$ cat config.mk
export PLATFORM = sky130hd
export DESIGN_NAME = wb_arbiter_flat
export DESIGN_NICKNAME = d
export VERILOG_FILES = /design/src/rtl/wb_arbiter_pkg.sv /design/src/rtl/wb_arbiter_if.sv /design/src/rtl/wb_fifo.sv /design/src/rtl/wb_arbiter.sv /design/src/flat_wrapper.sv
export SDC_FILE = /design/constraint.sdc
export NUM_CORES = 1
export LEC_CHECK = 0
export BUFFER_PORTS_ARGS = -buffer_cell sky130_fd_sc_hd__buf_2
export CORE_MARGIN = 1
export CORE_UTILIZATION = 51
export CTS_CLUSTER_DIAMETER = 60
export DETAILED_ROUTE_END_ITERATION = 6
export PLACE_DENSITY = 0.75
export SETUP_SLACK_MARGIN = 0.02
export SLEW_MARGIN = 10
export SYNTH_ARGS = -nofsm -noshare
export SYNTH_HDL_FRONTEND = slang
export SYNTH_SLANG_ARGS = --single-unit
$ cat constraint.sdc
create_clock -name clk -period 2 [get_ports clk]
set_input_delay 0 -clock clk [delete_from_list [all_inputs] [get_ports clk]]
set_output_delay 0 -clock clk [all_outputs]
set_load 0.02 [all_outputs]
$ cat src/rtl/wb_arbiter_pkg.sv
// Shared types and widths for the register-file write-back arbiter.
// Latency: n/a (types and helper functions only).
// Backpressure: n/a.
package wb_arbiter_pkg;

    localparam int REG_ADDR_W = 5;
    localparam int DATA_W     = 32;
    localparam int NUM_REGS   = 32;
    localparam int ENTRY_W    = REG_ADDR_W + DATA_W;

    // One register-file write port beat.
    typedef struct packed {
        logic [REG_ADDR_W-1:0] waddr;
        logic [DATA_W-1:0]     data;
        logic                  we;
    } wr_port_t;

    // A queued mult/div result: destination plus value.
    typedef struct packed {
        logic [REG_ADDR_W-1:0] waddr;
        logic [DATA_W-1:0]     data;
    } md_entry_t;

    // One-hot register mask; register 0 never maps to a bit.
    function automatic logic [NUM_REGS-1:0] reg_onehot(input logic [REG_ADDR_W-1:0] r);
        logic [NUM_REGS-1:0] m;
        m    = '0;
        m[r] = (r != '0);
        return m;
    endfunction

endpackage

$ cat src/rtl/wb_arbiter_if.sv
// Bus bundle between the pipeline (master) and the write-back arbiter (slave).
// Latency: n/a (wiring only).
// Backpressure: md_ready throttles mult/div results; ALU results have none.
interface wb_arbiter_if;
    import wb_arbiter_pkg::*;

    logic                  alu_valid;
    logic [REG_ADDR_W-1:0] alu_reg;
    logic [DATA_W-1:0]     alu_data;
    logic                  md_valid;
    logic                  md_ready;
    logic [REG_ADDR_W-1:0] md_reg;
    logic [DATA_W-1:0]     md_data;
    logic                  issue_valid;
    logic [REG_ADDR_W-1:0] issue_reg;
    logic [REG_ADDR_W-1:0] readRegA;
    logic [REG_ADDR_W-1:0] readRegB;
    logic                  hazA;
    logic                  hazB;
    logic                  alu_stall;
    logic [REG_ADDR_W-1:0] writeReg;
    logic [DATA_W-1:0]     writeData;
    logic                  RegWrite;

    modport master (
        output alu_valid, alu_reg, alu_data, md_valid, md_reg, md_data,
               issue_valid, issue_reg, readRegA, readRegB,
        input  md_ready, hazA, hazB, alu_stall, writeReg, writeData, RegWrite
    );

    modport slave (
        input  alu_valid, alu_reg, alu_data, md_valid, md_reg, md_data,
               issue_valid, issue_reg, readRegA, readRegB,
        output md_ready, hazA, hazB, alu_stall, writeReg, writeData, RegWrite
    );

endinterface

$ cat src/rtl/wb_fifo.sv
// Generic synchronous FIFO, power-of-two depth, show-ahead read data.
// Latency: pushed word visible at o_rdat the cycle after the push.
// Backpressure: pushes while full and pops while empty are ignored.
module wb_fifo #(
    parameter int DEPTH = 4,
    parameter int WIDTH = 37
) (
    input  logic                     clk,
    input  logic                     rst_n,
    input  logic                     i_push,
    input  logic [WIDTH-1:0]         i_wdat,
    input  logic                     i_pop,
    output logic [WIDTH-1:0]         o_rdat,
    output logic [$clog2(DEPTH):0]   o_count,
    output logic                     o_empty,
    output logic                     o_full
);
    localparam int AW = $clog2(DEPTH);
    localparam int CW = AW + 1;

    logic [WIDTH-1:0] r_mem [DEPTH];
    logic [AW-1:0]    r_wptr;
    logic [AW-1:0]    r_rptr;
    logic [CW-1:0]    r_count;
    logic             w_do_push;
    logic             w_do_pop;

    assign o_empty   = (r_count == '0);
    assign o_full    = (r_count == CW'(DEPTH));
    assign o_count   = r_count;
    assign o_rdat    = r_mem[r_rptr];
    assign w_do_push = i_push && !o_full;
    assign w_do_pop  = i_pop && !o_empty;

    // Storage needs no reset: the cleared count hides stale words.
    always_ff @(posedge clk) begin
        if (w_do_push) r_mem[r_wptr] <= i_wdat;
    end

    // Pointers wrap naturally at the power-of-two depth; count tracks occupancy.
    always_ff @(posedge clk or negedge rst_n) begin
        if (!rst_n) begin
            r_wptr  <= '0;
            r_rptr  <= '0;
            r_count <= '0;
        end else begin
            if (w_do_push) r_wptr <= r_wptr + 1'b1;
            if (w_do_pop)  r_rptr <= r_rptr + 1'b1;
            case ({w_do_push, w_do_pop})
                2'b10:   r_count <= r_count + 1'b1;
                2'b01:   r_count <= r_count - 1'b1;
                default: r_count <= r_count;
            endcase
        end
    end

endmodule

$ cat src/rtl/wb_arbiter.sv
// Write-back arbiter: ALU results win, queued mult/div results fill idle slots.
// Latency: selected result drives the register-file port one cycle later.
// Backpressure: md_ready drops when the result FIFO is full; alu_stall asks for a bubble.
module wb_arbiter
    import wb_arbiter_pkg::*;
#(
    parameter int FIFO_DEPTH   = 4,
    parameter int STARVE_LIMIT = 3
) (
    input  logic         clk,
    input  logic         rst_n,
    wb_arbiter_if.slave  bus
);
    localparam int CW = $clog2(FIFO_DEPTH) + 1;
    localparam int SW = $clog2(STARVE_LIMIT + 1);

    md_entry_t           w_head;
    logic [CW-1:0]       w_count;
    logic                w_empty;
    logic                w_full;
    logic                w_push;
    logic                w_pop;
    logic                w_starve_hit;
    wr_port_t            w_sel;
    logic [NUM_REGS-1:0] w_set;
    logic [NUM_REGS-1:0] w_clr;

    wr_port_t            r_wr;
    logic [SW-1:0]       r_starve;
    logic                r_stall;
    logic [NUM_REGS-1:0] r_pending;

    assign bus.md_ready = (w_count < CW'(FIFO_DEPTH));
    assign w_push       = bus.md_valid && bus.md_ready;
    assign w_pop        = !bus.alu_valid && !w_empty;
    assign w_starve_hit = (r_starve == SW'(STARVE_LIMIT));

    wb_fifo #(
        .DEPTH (FIFO_DEPTH),
        .WIDTH (ENTRY_W)
    ) u_fifo (
        .clk     (clk),
        .rst_n   (rst_n),
        .i_push  (w_push),
        .i_wdat  ({bus.md_reg, bus.md_data}),
        .i_pop   (w_pop),
        .o_rdat  (w_head),
        .o_count (w_count),
        .o_empty (w_empty),
        .o_full  (w_full)
    );

    // Pick this cycle's write: ALU first, else FIFO head; destination 0 never writes.
    always_comb begin
        w_sel = '0;
        if (bus.alu_valid) begin
            w_sel.waddr = bus.alu_reg;
            w_sel.data  = bus.alu_data;
            w_sel.we    = (bus.alu_reg != '0);
        end else if (!w_empty) begin
            w_sel.waddr = w_head.waddr;
            w_sel.data  = w_head.data;
            w_sel.we    = (w_head.waddr != '0);
        end
    end

    // Register the write port so each result is presented for exactly one cycle.
    always_ff @(posedge clk or negedge rst_n) begin
        if (!rst_n) r_wr <= '0;
        else        r_wr <= w_sel;
    end

    assign bus.writeReg  = r_wr.waddr;
    assign bus.writeData = r_wr.data;
    assign bus.RegWrite  = r_wr.we;

    // Count consecutive ALU wins over waiting mult/div results, saturating.
    always_ff @(posedge clk or negedge rst_n) begin
        if (!rst_n)                         r_starve <= '0;
        else if (bus.alu_valid && !w_empty) r_starve <= w_starve_hit ? r_starve : r_starve + 1'b1;
        else                                r_starve <= '0;
    end

    // Bubble request follows a starved or full FIFO; it pulses so the bubble's
    // effect is seen before the condition is re-evaluated.
    always_ff @(posedge clk or negedge rst_n) begin
        if (!rst_n) r_stall <= 1'b0;
        else        r_stall <= !r_stall && (w_starve_hit || w_full);
    end

    assign bus.alu_stall = r_stall;

    assign w_set = bus.issue_valid ? reg_onehot(bus.issue_reg) : '0;
    assign w_clr = w_pop ? reg_onehot(w_head.waddr) : '0;

    // Pending-write scoreboard; a new issue outranks a same-cycle retirement.
    always_ff @(posedge clk or negedge rst_n) begin
        if (!rst_n) r_pending <= '0;
        else        r_pending <= (r_pending & ~w_clr) | w_set;
    end

    assign bus.hazA = r_pending[bus.readRegA];
    assign bus.hazB = r_pending[bus.readRegB];

endmodule

$ cat src/flat_wrapper.sv
// flat-port wrapper written by rule: the top's interface ports become plain ports
module wb_arbiter_flat import wb_arbiter_pkg::*;
#(
    parameter int FIFO_DEPTH   = 4,
    parameter int STARVE_LIMIT = 3
)
  (clk, rst_n, bus_alu_valid, bus_alu_reg, bus_alu_data, bus_md_valid, bus_md_reg, bus_md_data, bus_issue_valid, bus_issue_reg, bus_readRegA, bus_readRegB, bus_md_ready, bus_hazA, bus_hazB, bus_alu_stall, bus_writeReg, bus_writeData, bus_RegWrite);
  wb_arbiter_if bus_i ();
  input  logic clk;
  input  logic rst_n;
  input wire logic [$bits(bus_i.alu_valid)-1:0] bus_alu_valid;
  input wire logic [$bits(bus_i.alu_reg)-1:0] bus_alu_reg;
  input wire logic [$bits(bus_i.alu_data)-1:0] bus_alu_data;
  input wire logic [$bits(bus_i.md_valid)-1:0] bus_md_valid;
  input wire logic [$bits(bus_i.md_reg)-1:0] bus_md_reg;
  input wire logic [$bits(bus_i.md_data)-1:0] bus_md_data;
  input wire logic [$bits(bus_i.issue_valid)-1:0] bus_issue_valid;
  input wire logic [$bits(bus_i.issue_reg)-1:0] bus_issue_reg;
  input wire logic [$bits(bus_i.readRegA)-1:0] bus_readRegA;
  input wire logic [$bits(bus_i.readRegB)-1:0] bus_readRegB;
  output wire logic [$bits(bus_i.md_ready)-1:0] bus_md_ready;
  output wire logic [$bits(bus_i.hazA)-1:0] bus_hazA;
  output wire logic [$bits(bus_i.hazB)-1:0] bus_hazB;
  output wire logic [$bits(bus_i.alu_stall)-1:0] bus_alu_stall;
  output wire logic [$bits(bus_i.writeReg)-1:0] bus_writeReg;
  output wire logic [$bits(bus_i.writeData)-1:0] bus_writeData;
  output wire logic [$bits(bus_i.RegWrite)-1:0] bus_RegWrite;
  assign bus_i.alu_valid = bus_alu_valid;
  assign bus_i.alu_reg = bus_alu_reg;
  assign bus_i.alu_data = bus_alu_data;
  assign bus_i.md_valid = bus_md_valid;
  assign bus_i.md_reg = bus_md_reg;
  assign bus_i.md_data = bus_md_data;
  assign bus_i.issue_valid = bus_issue_valid;
  assign bus_i.issue_reg = bus_issue_reg;
  assign bus_i.readRegA = bus_readRegA;
  assign bus_i.readRegB = bus_readRegB;
  assign bus_md_ready = bus_i.md_ready;
  assign bus_hazA = bus_i.hazA;
  assign bus_hazB = bus_i.hazB;
  assign bus_alu_stall = bus_i.alu_stall;
  assign bus_writeReg = bus_i.writeReg;
  assign bus_writeData = bus_i.writeData;
  assign bus_RegWrite = bus_i.RegWrite;
  wb_arbiter #(.FIFO_DEPTH(FIFO_DEPTH), .STARVE_LIMIT(STARVE_LIMIT)) u_core (.clk(clk), .rst_n(rst_n), .bus(bus_i));
endmodule
==> out/qor.csv, run 1 <==
stage,metric,value,unit
outcome,outcome,"finished, violations left",
outcome,failing checks,setup timing,
timing,Final Setup Violations,2,
finish,post-route cell area,12110,um2
timing,Fmax,480.5,MHz
timing,Slew Limit Fails,0,
grt,largest net degree at the start of global routing,48,
power,"Power, Total",16.37,mW
grt,GRT overflow,0,
finish,layout cell share with drive strength beyond 1,0.3705,
placement,GPL Wtd Cong,0.8458,
worst_setup_path,Worst setup SP type,flip-flop,
timing,post-route clock period utilization,1.041,
grt,global-route usage over all layers,0.2553,
logic_synthesis,Yosys top cell area share,0.4868,
logic_synthesis,Syn Inst Count,527,
worst_hold_path,worst hold path class,input port to asynchronous set/reset pin,
floorplan,initial core utilization,0.5241,
timing,setup ws final,-81.35,ps
clock_network,Longest Clk Path Bufs,3,
clock_network,"Clk Latency, worst-skew pair",510,ps
logic_synthesis,top post-synthesis cells by area,"edfxtp_1 (49%), dfrtp_1 (22%), mux4_2 (13%)",
power,Pwr Density,1352,nW/um2
timing,actual slew at the worst max-slew pin,557.9,ps
worst_setup_path,crit-path cells,mux4_2 > mux2_2 > nor3b_2 > nor4_1 > buf_2,
detailed_routing,Detail Route Antenna Nets,0,
floorplan,Die ar.,18440,um2
detailed_routing,DR pass1 iterations,5,
clock_network,CTS tree,built,
timing,setup TNS,-143.3,ps
detailed_routing,Avg WL per Cell,21.88,um
grt,number of global-route vias before repair,6292,
finish,Ant. Diodes,0,
clock_network,Root Buffer,clkbuf_16,
run,total of max-cap violations,0,
timing,fin crit period,2081,ps
timing,Worst Skew,14.33,ps
worst_setup_path,Worst EP arrival,2080,ps
grt,initial antenna violation count,0,
logic_synthesis,synth warn,0,
logic_synthesis,"Cell Area, Synth",9129,um2
detailed_routing,routed vias/inst,5.707,
logic_synthesis,top-count cell post-synth,edfxtp_1,
worst_setup_path,Critical Path RT,2000,ps
timing,Fin Hold WS,11.32,ps
logic_synthesis,"Primary FF master, synth",edfxtp_1,
floorplan,Core Area,17420,um2
logic_synthesis,synth cell count leaders,"edfxtp_1 (148), dfrtp_1 (80), nand2_1 (69)",
grt,met1 Usage GRT,0.3127,
detailed_routing,Residual DRC,0,
grt,grt met3 use,0.04377,
clock_network,Clock Pin Slew Worst Setup and Hold Paths,70,ps
clock_network,Max H-tree Level,1,
grt,grt peak-use layer,met2,
finish,final non-filler cell total,1024,
floorplan,Die Ht,135.8,um
placement,dpl ws,6.763,ps
grt,M2 GR Usage,0.4555,
placement,cell area after placement,10280,um2
floorplan,IO Pins,136,
finish,final layout net count,882,
logic_synthesis,Mapped Avg Cell Area,17.32,um2
worst_setup_path,Crit. End Element,output port,
worst_setup_path,"Worst Path Class, Setup",flip-flop to output port,
logic_synthesis,ys async rst share,0.3509,
detailed_routing,starting DRC count in detailed routing,377,
detailed_routing,drt total wl,22410,um
logic_synthesis,cell taking the most area after synthesis,edfxtp_1,
clock_network,CTS Buf Count,24,
power,Worst VDD drop,0.001058,V
worst_setup_path,Worst path max stage delay,460,ps
timing,Hold Fails Final Rpt,0,
logic_synthesis,post-synthesis sequential area ratio,0.7061,
logic_synthesis,number of library cell types mapped by synthesis,38,
floorplan,Die W,135.8,um
placement,port buffer count,135,
logic_synthesis,number of flops mapped to enable cells by yosys,148,
worst_setup_path,CP max FO,3,
worst_setup_path,Critical Path Slowest Stage Cell,mux4_2,
finish,Layout Utilization,0.6950,
clock_network,Sink Count,228,
timing,RSZ-0062 raised after global routing,true,
placement,DP Cell Count,889,
logic_synthesis,Syn Nets,628,
detailed_routing,Vias,5844,
finish,"Area growth, synth to finish",32.61,%
floorplan,Rows,48,
power,P_leak,4.809,nW
timing,Slew HR,0.6281,
logic_synthesis,synthesis-stage register bit count,228,
grt,global-route wire length before repair,34690,um
placement,post-detail-place hpwl,13180,um
==> area by class of cell <==
| type | count | area (um2) |
|---|---|---|
| repair buffers | 255 | 1887 |
| fillers | 1101 | 5311 |
| inverters | 7 | 26.28 |
| clock inverters | 10 | 110.1 |
| well taps | 225 | 281.5 |
| multi-input cells | 265 | 2653 |
| flip-flops and latches | 228 | 6449 |
| clock buffers | 34 | 699.4 |
==> flip-flops by register name, summed over array words and instances (netlist names) <==
register               cells
u_core.u_fifo.r_mem      148
u_core.bus.writeData      32
u_core.r_pending          32
u_core.bus.writeReg        5
u_core.u_fifo.o_count      3
u_core.r_starve            2
u_core.u_fifo.r_rptr       2
u_core.u_fifo.r_wptr       2
u_core.bus.RegWrite        1
u_core.bus.alu_stall       1
==> cells in the final DEF (no fill, tap or decap), types with 3 or more instances in the layout <==
cell,synthesis,layout
nand2_1,69,69
nor3b_2,0,4
mux2i_1,3,3
clkinv_2,0,4
inv_1,7,7
edfxtp_1,148,148
nand3b_1,3,3
or3b_4,0,3
dfrtp_1,80,78
buf_12,0,6
clkbuf_8,0,4
nor3b_1,8,4
buf_2,8,134
nor2_1,7,6
inv_6,0,3
and3b_1,3,3
o21ai_0,14,6
and2_2,0,4
buf_6,1,4
mux4_2,53,53
dlygate4sd3_1,0,84
o21ai_1,20,19
clkbuf_1,13,5
a22o_1,37,37
ha_1,6,6
clkbuf_16,0,25
xor2_1,3,3
nor2b_1,3,3
o21ai_2,0,9
xnor2_1,4,4
buf_4,0,26
and3_1,4,4
==> layer usage <==
layer	up-vias	wire length (um)
li1	2567	-
met4	0	571
met3	51	1478
met2	280	11850
met5	-	0
met1	2946	8503
==> final timing paths <==
path                                              start                       to  slack (ps)  cells past startpoint
worst max-delay path               u_core.r_pending[10]                 bus_hazB         -80                      5
worst min-delay path                              rst_n  u_core.u_fifo.r_wptr[0]          10                      2
worst max register to register  u_core.u_fifo.r_rptr[0]     u_core.r_pending[14]          20                      5
worst min register to register      u_core.r_pending[0]      u_core.r_pending[0]         400                      0
max in group asynchronous                         rst_n      u_core.r_pending[8]        1330                      3
min in group clk                        bus_issue_valid      u_core.r_pending[4]          40                      5
==> cell families after synthesis <==
kind of cell,count (synthesis),share of synthesized area
compound gates,75,0.05812
buf+inv,34,0.01590
mux,60,0.1390
flops,228,0.7061
fa+ha+maj,7,0.01042
xor+xnor,7,0.006716
simple gates,116,0.06373
==> worst max-delay path: cells and delay by family (launching register included) <==
kind,cells,cell delay (ps)
and+or+nand+nor,2,240
muxes,2,750
DFF,1,420
buffers and inverters,1,170
==> power breakdown <==
part           internal [mW]  switching (mW)  total (mW)
sequential              6.14           0.578        6.72
combinational           2.51            2.61        5.12
clock                   2.71            1.81        4.52
==> what timing repair did <==
item | CTS | global route
endpoints found under the setup margin | 10 | 32
pin swaps | 5 | 22
resized for setup | 13 | 26
hold buffers | 84 | 0
endpoints found under the hold margin | 294 | 0
setup buffers | 4 | 3
No activity file was read; power rests on OpenSTA's default activity.
==> run 2, diff against run 1 <==
--- a/config.mk
+++ b/config.mk
@@ -11,8 +11,8 @@
 export CTS_CLUSTER_DIAMETER = 60
 export DETAILED_ROUTE_END_ITERATION = 6
 export PLACE_DENSITY = 0.75
+export RECOVER_POWER = 100
 export SETUP_SLACK_MARGIN = 0.02
-export SLEW_MARGIN = 10
 export SYNTH_ARGS = -nofsm -noshare
 export SYNTH_HDL_FRONTEND = slang
 export SYNTH_SLANG_ARGS = --single-unit
==> run 2 against run 1 <==
The flow still finishes with violations (setup timing). Sequential power barely moved. Critical path depth is the same. Via count shrank 0.27%. Total power down 0.87%. Cell area shrank 1.3%. Sequential share of layout area increased by 0.70 points. Maximum frequency is 0.19% higher. Critical endpoint unchanged.
==> out/qor.csv, run 2 (same netlist as run 1, synthesis figures left out) <==
stage,metric,value,unit,change
outcome,outcome,"finished, violations left",,unchanged
outcome,failing checks,setup timing,,unchanged
worst_hold_path,worst hold path class,input port to flip-flop,,was input port to asynchronous set/reset pin
power,"Power, Total",16.22,mW,was 16.37 mW
finish,largest reg by FF count,u_core.u_fifo.r_mem,,unchanged
worst_setup_path,Worst EP arrival,2080,ps,about the same
grt,number of global-route vias before repair,6292,,unchanged
timing,Fmax,481.4,MHz,was 480.5 MHz
detailed_routing,Met2 Wirelength,11860,um,was 11850 um
timing,Hold Fails Final Rpt,0,,unchanged
worst_setup_path,Reg2Reg Depth,5,,unchanged
clock_network,Longest Clk Path Bufs,3,,unchanged
power,Seq pwr share,0.415,,was 0.411
worst_setup_path,Critical Path RT,2000,ps,about the same
placement,post-detail-place hpwl,13180,um,unchanged
timing,Final Setup Violations,5,,was 2
finish,most frequent cells in the layout,"edfxtp_1 (148), clkbuf_1 (84), dlygate4sd3_1 (84)",,"was edfxtp_1 (148), buf_2 (134), dlygate4sd3_1 (84)"
timing,fin crit period,2077,ps,was 2081 ps
worst_setup_path,crit-path cells,mux4_2 > mux2_2 > nor3b_2 > nor4_1 > buf_2,,unchanged
finish,Ant. Diodes,0,,unchanged
clock_network,CTS tree,built,,unchanged
detailed_routing,M1 WL,8546,um,was 8503 um
clock_network,Sink Count,228,,unchanged
worst_setup_path,CP max FO,3,,unchanged
grt,largest net degree at the start of global routing,48,,unchanged
detailed_routing,highest routed layer,met4,,unchanged
clock_network,Clock Pin Slew Worst Setup and Hold Paths,60,ps,was 70 ps
detailed_routing,starting DRC count in detailed routing,380,,was 377
finish,max reg flops,148,,unchanged
timing,Fin Hold WS,45.49,ps,was 11.32 ps
worst_setup_path,"CP delay by family, top",multiplexers,,unchanged
power,P_leak,4.556,nW,was 4.809 nW
grt,initial antenna violation count,0,,unchanged
timing,RSZ-0062 raised after global routing,true,,unchanged
worst_setup_path,Critical Path Slowest Stage Cell,mux4_2,,unchanged
power,NetSw,5.013,mW,was 5.007 mW
finish,layout cell share with drive strength beyond 1,0.2653,,was 0.3705
clock_network,CTS Buf Count,24,,unchanged
finish,final layout net count,882,,unchanged
worst_setup_path,"setup slack, reg-to-reg",-40,ps,was 20 ps
detailed_routing,Avg WL per Cell,21.85,um,was 21.88 um
timing,post-route clock period utilization,1.039,,was 1.041
floorplan,Die ar.,18440,um2,unchanged
power,clock network power share,0.279,,was 0.276
timing,setup ws final,-77.43,ps,was -81.35 ps
detailed_routing,DR pass1 iterations,5,,unchanged
power,Worst VDD drop,0.001053,V,was 0.001058 V
detailed_routing,Residual DRC,0,,unchanged
worst_setup_path,reg2reg end,u_core.r_pending[14],,unchanged
worst_setup_path,"Worst Path Class, Setup",flip-flop to output port,,unchanged
placement,GPL Wtd Cong,0.8458,,unchanged
power,Sw Ratio,0.3090,,was 0.3059
placement,port buffer count,135,,unchanged
timing,Worst Skew,15.45,ps,was 14.33 ps
grt,global-route usage over all layers,0.2553,,unchanged
clock_network,"Clk Latency, worst-skew pair",510,ps,about the same
worst_setup_path,Worst path max stage delay,460,ps,about the same
worst_hold_path,Min-Delay Startpoint,bus_issue_valid,,
worst_setup_path,Worst setup SP type,flip-flop,,unchanged
worst_setup_path,Crit. End Element,output port,,unchanged
grt,global-route wire length before repair,34690,um,unchanged
timing,Slew Limit Fails,0,,unchanged
finish,"Area growth, synth to finish",30.85,%,was 32.61%
detailed_routing,Detail Route Antenna Nets,0,,unchanged
floorplan,initial core utilization,0.5241,,unchanged
grt,GRT overflow,0,,unchanged
power,Pint,11.21,mW,was 11.36 mW
worst_setup_path,CP bufs+invs,1,,unchanged
run,total of max-cap violations,0,,unchanged
floorplan,Die W,135.8,um,unchanged
floorplan,Core Area,17420,um2,unchanged
power,Pwr Density,1358,nW/um2,was 1352 nW/um2
floorplan,IO Pins,136,,unchanged
detailed_routing,routed vias/inst,5.691,,was 5.707
finish,"most common cell after layout, fill and taps aside",edfxtp_1,,unchanged
detailed_routing,Vias,5828,,was 5844
worst_hold_path,hold depth,5,,
timing,Slew HR,0.3347,,was 0.6281
clock_network,Max H-tree Level,1,,unchanged
worst_hold_path,Hold EP,u_core.r_pending[16],,
detailed_routing,drt total wl,22370,um,was 22410 um
power,Comb pwr share,0.306,,was 0.313
timing,actual slew at the worst max-slew pin,997.9,ps,was 557.9 ps
floorplan,Rows,48,,unchanged
detailed_routing,WL met3,1356,um,was 1478 um
clock_network,Root Buffer,clkbuf_16,,unchanged
worst_setup_path,origin of the critical flop-to-flop path,u_core.u_fifo.r_rptr[0],,unchanged
floorplan,Die Ht,135.8,um,unchanged
## run 2: cell types whose count changed in the layout (fill, tap and decap cells not counted), moves of 4 or more
cell      change
buf_6         +4
buf_2        -77
buf_12        -5
and2_2        -4
clkbuf_1     +79
buf_4         -7
and2_0        +4
clkbuf_4      +5
## run 2: tightest hold or removal path, delay by kind of cell
kind	cells	cell delay, ps
buffers and inverters	2	270
and+or+nand+nor	3	230
## run 2: repair_timing
item                       in CTS  in global routing
resized for setup              13                 26
hold endpoints to repair      294                  0
pin swaps                       5                 22
setup buffers                   4                  3
hold buffers                   84                  0
setup endpoints to repair      10                 32
## run 2: area by class of cell
class,count,area (um2)
Timing Repair Buffer,255,1733
Inverter,7,26.28
Tap cell,225,281.5
Sequential cell,228,6447
Clock inverter,10,110.1
Clock buffer,34,699.4
Multi-Input combinational cell,265,2648
Fill cell,1160,5472
## run 2: metal layers
| layer | GRT usage | vias to the layer above |
|---|---|---|
| met3 | 0.04377 | 55 |
| met4 | 0.08926 | 0 |
| met5 | 0 | - |
| met1 | 0.3127 | 2955 |
| li1 | - | 2574 |
| met2 | 0.4555 | 244 |
## run 2: how the worst max path moves through the flow
| stage | start | end | slack, ps | cells past startpoint |
|---|---|---|---|---|
| after floorplan | u_core.u_fifo.o_count[0] | u_core.u_fifo.o_count[2] | 60 | 9 |
| after global placement | u_core.u_fifo.r_rptr[0] | u_core.r_pending[21] | 50 | 4 |
| after detailed placement | u_core.u_fifo.r_rptr[0] | u_core.r_pending[5] | 7 | 4 |
| after CTS | u_core.r_pending[14] | bus_hazB | -80 | 5 |
| after global routing | u_core.r_pending[8] | bus_hazB | -160 | 5 |
| final | u_core.r_pending[10] | bus_hazB | -80 | 5 |
## run 2: metrics by stage
step           setup WS [ps]  instances  area, um2  TNS (ps)  utilization
6_report              -77.43       1024      11950    -187.2       0.6858
5_1_grt               -157.6       1024      11950     -5392       0.6858
4_1_cts               -79.91       1021      12010    -145.3       0.6894
3_5_place_dp           6.763        889      10280         0       0.5901
3_3_place_gp           45.81        889      10280         0       0.5901
2_1_floorplan          58.26        527       9135         0            -
## run 2: power by group through the flow
stage	Clock [mW]	Sequential [mW]	Combinational (mW)
final	4.53	6.72	4.97
after global routing	4.77	6.82	5.36
after detailed placement	0	6.75	4.62
after CTS	4.53	6.67	4.91
after floorplan	0	6.88	2.80
after global placement	0	6.68	4.50
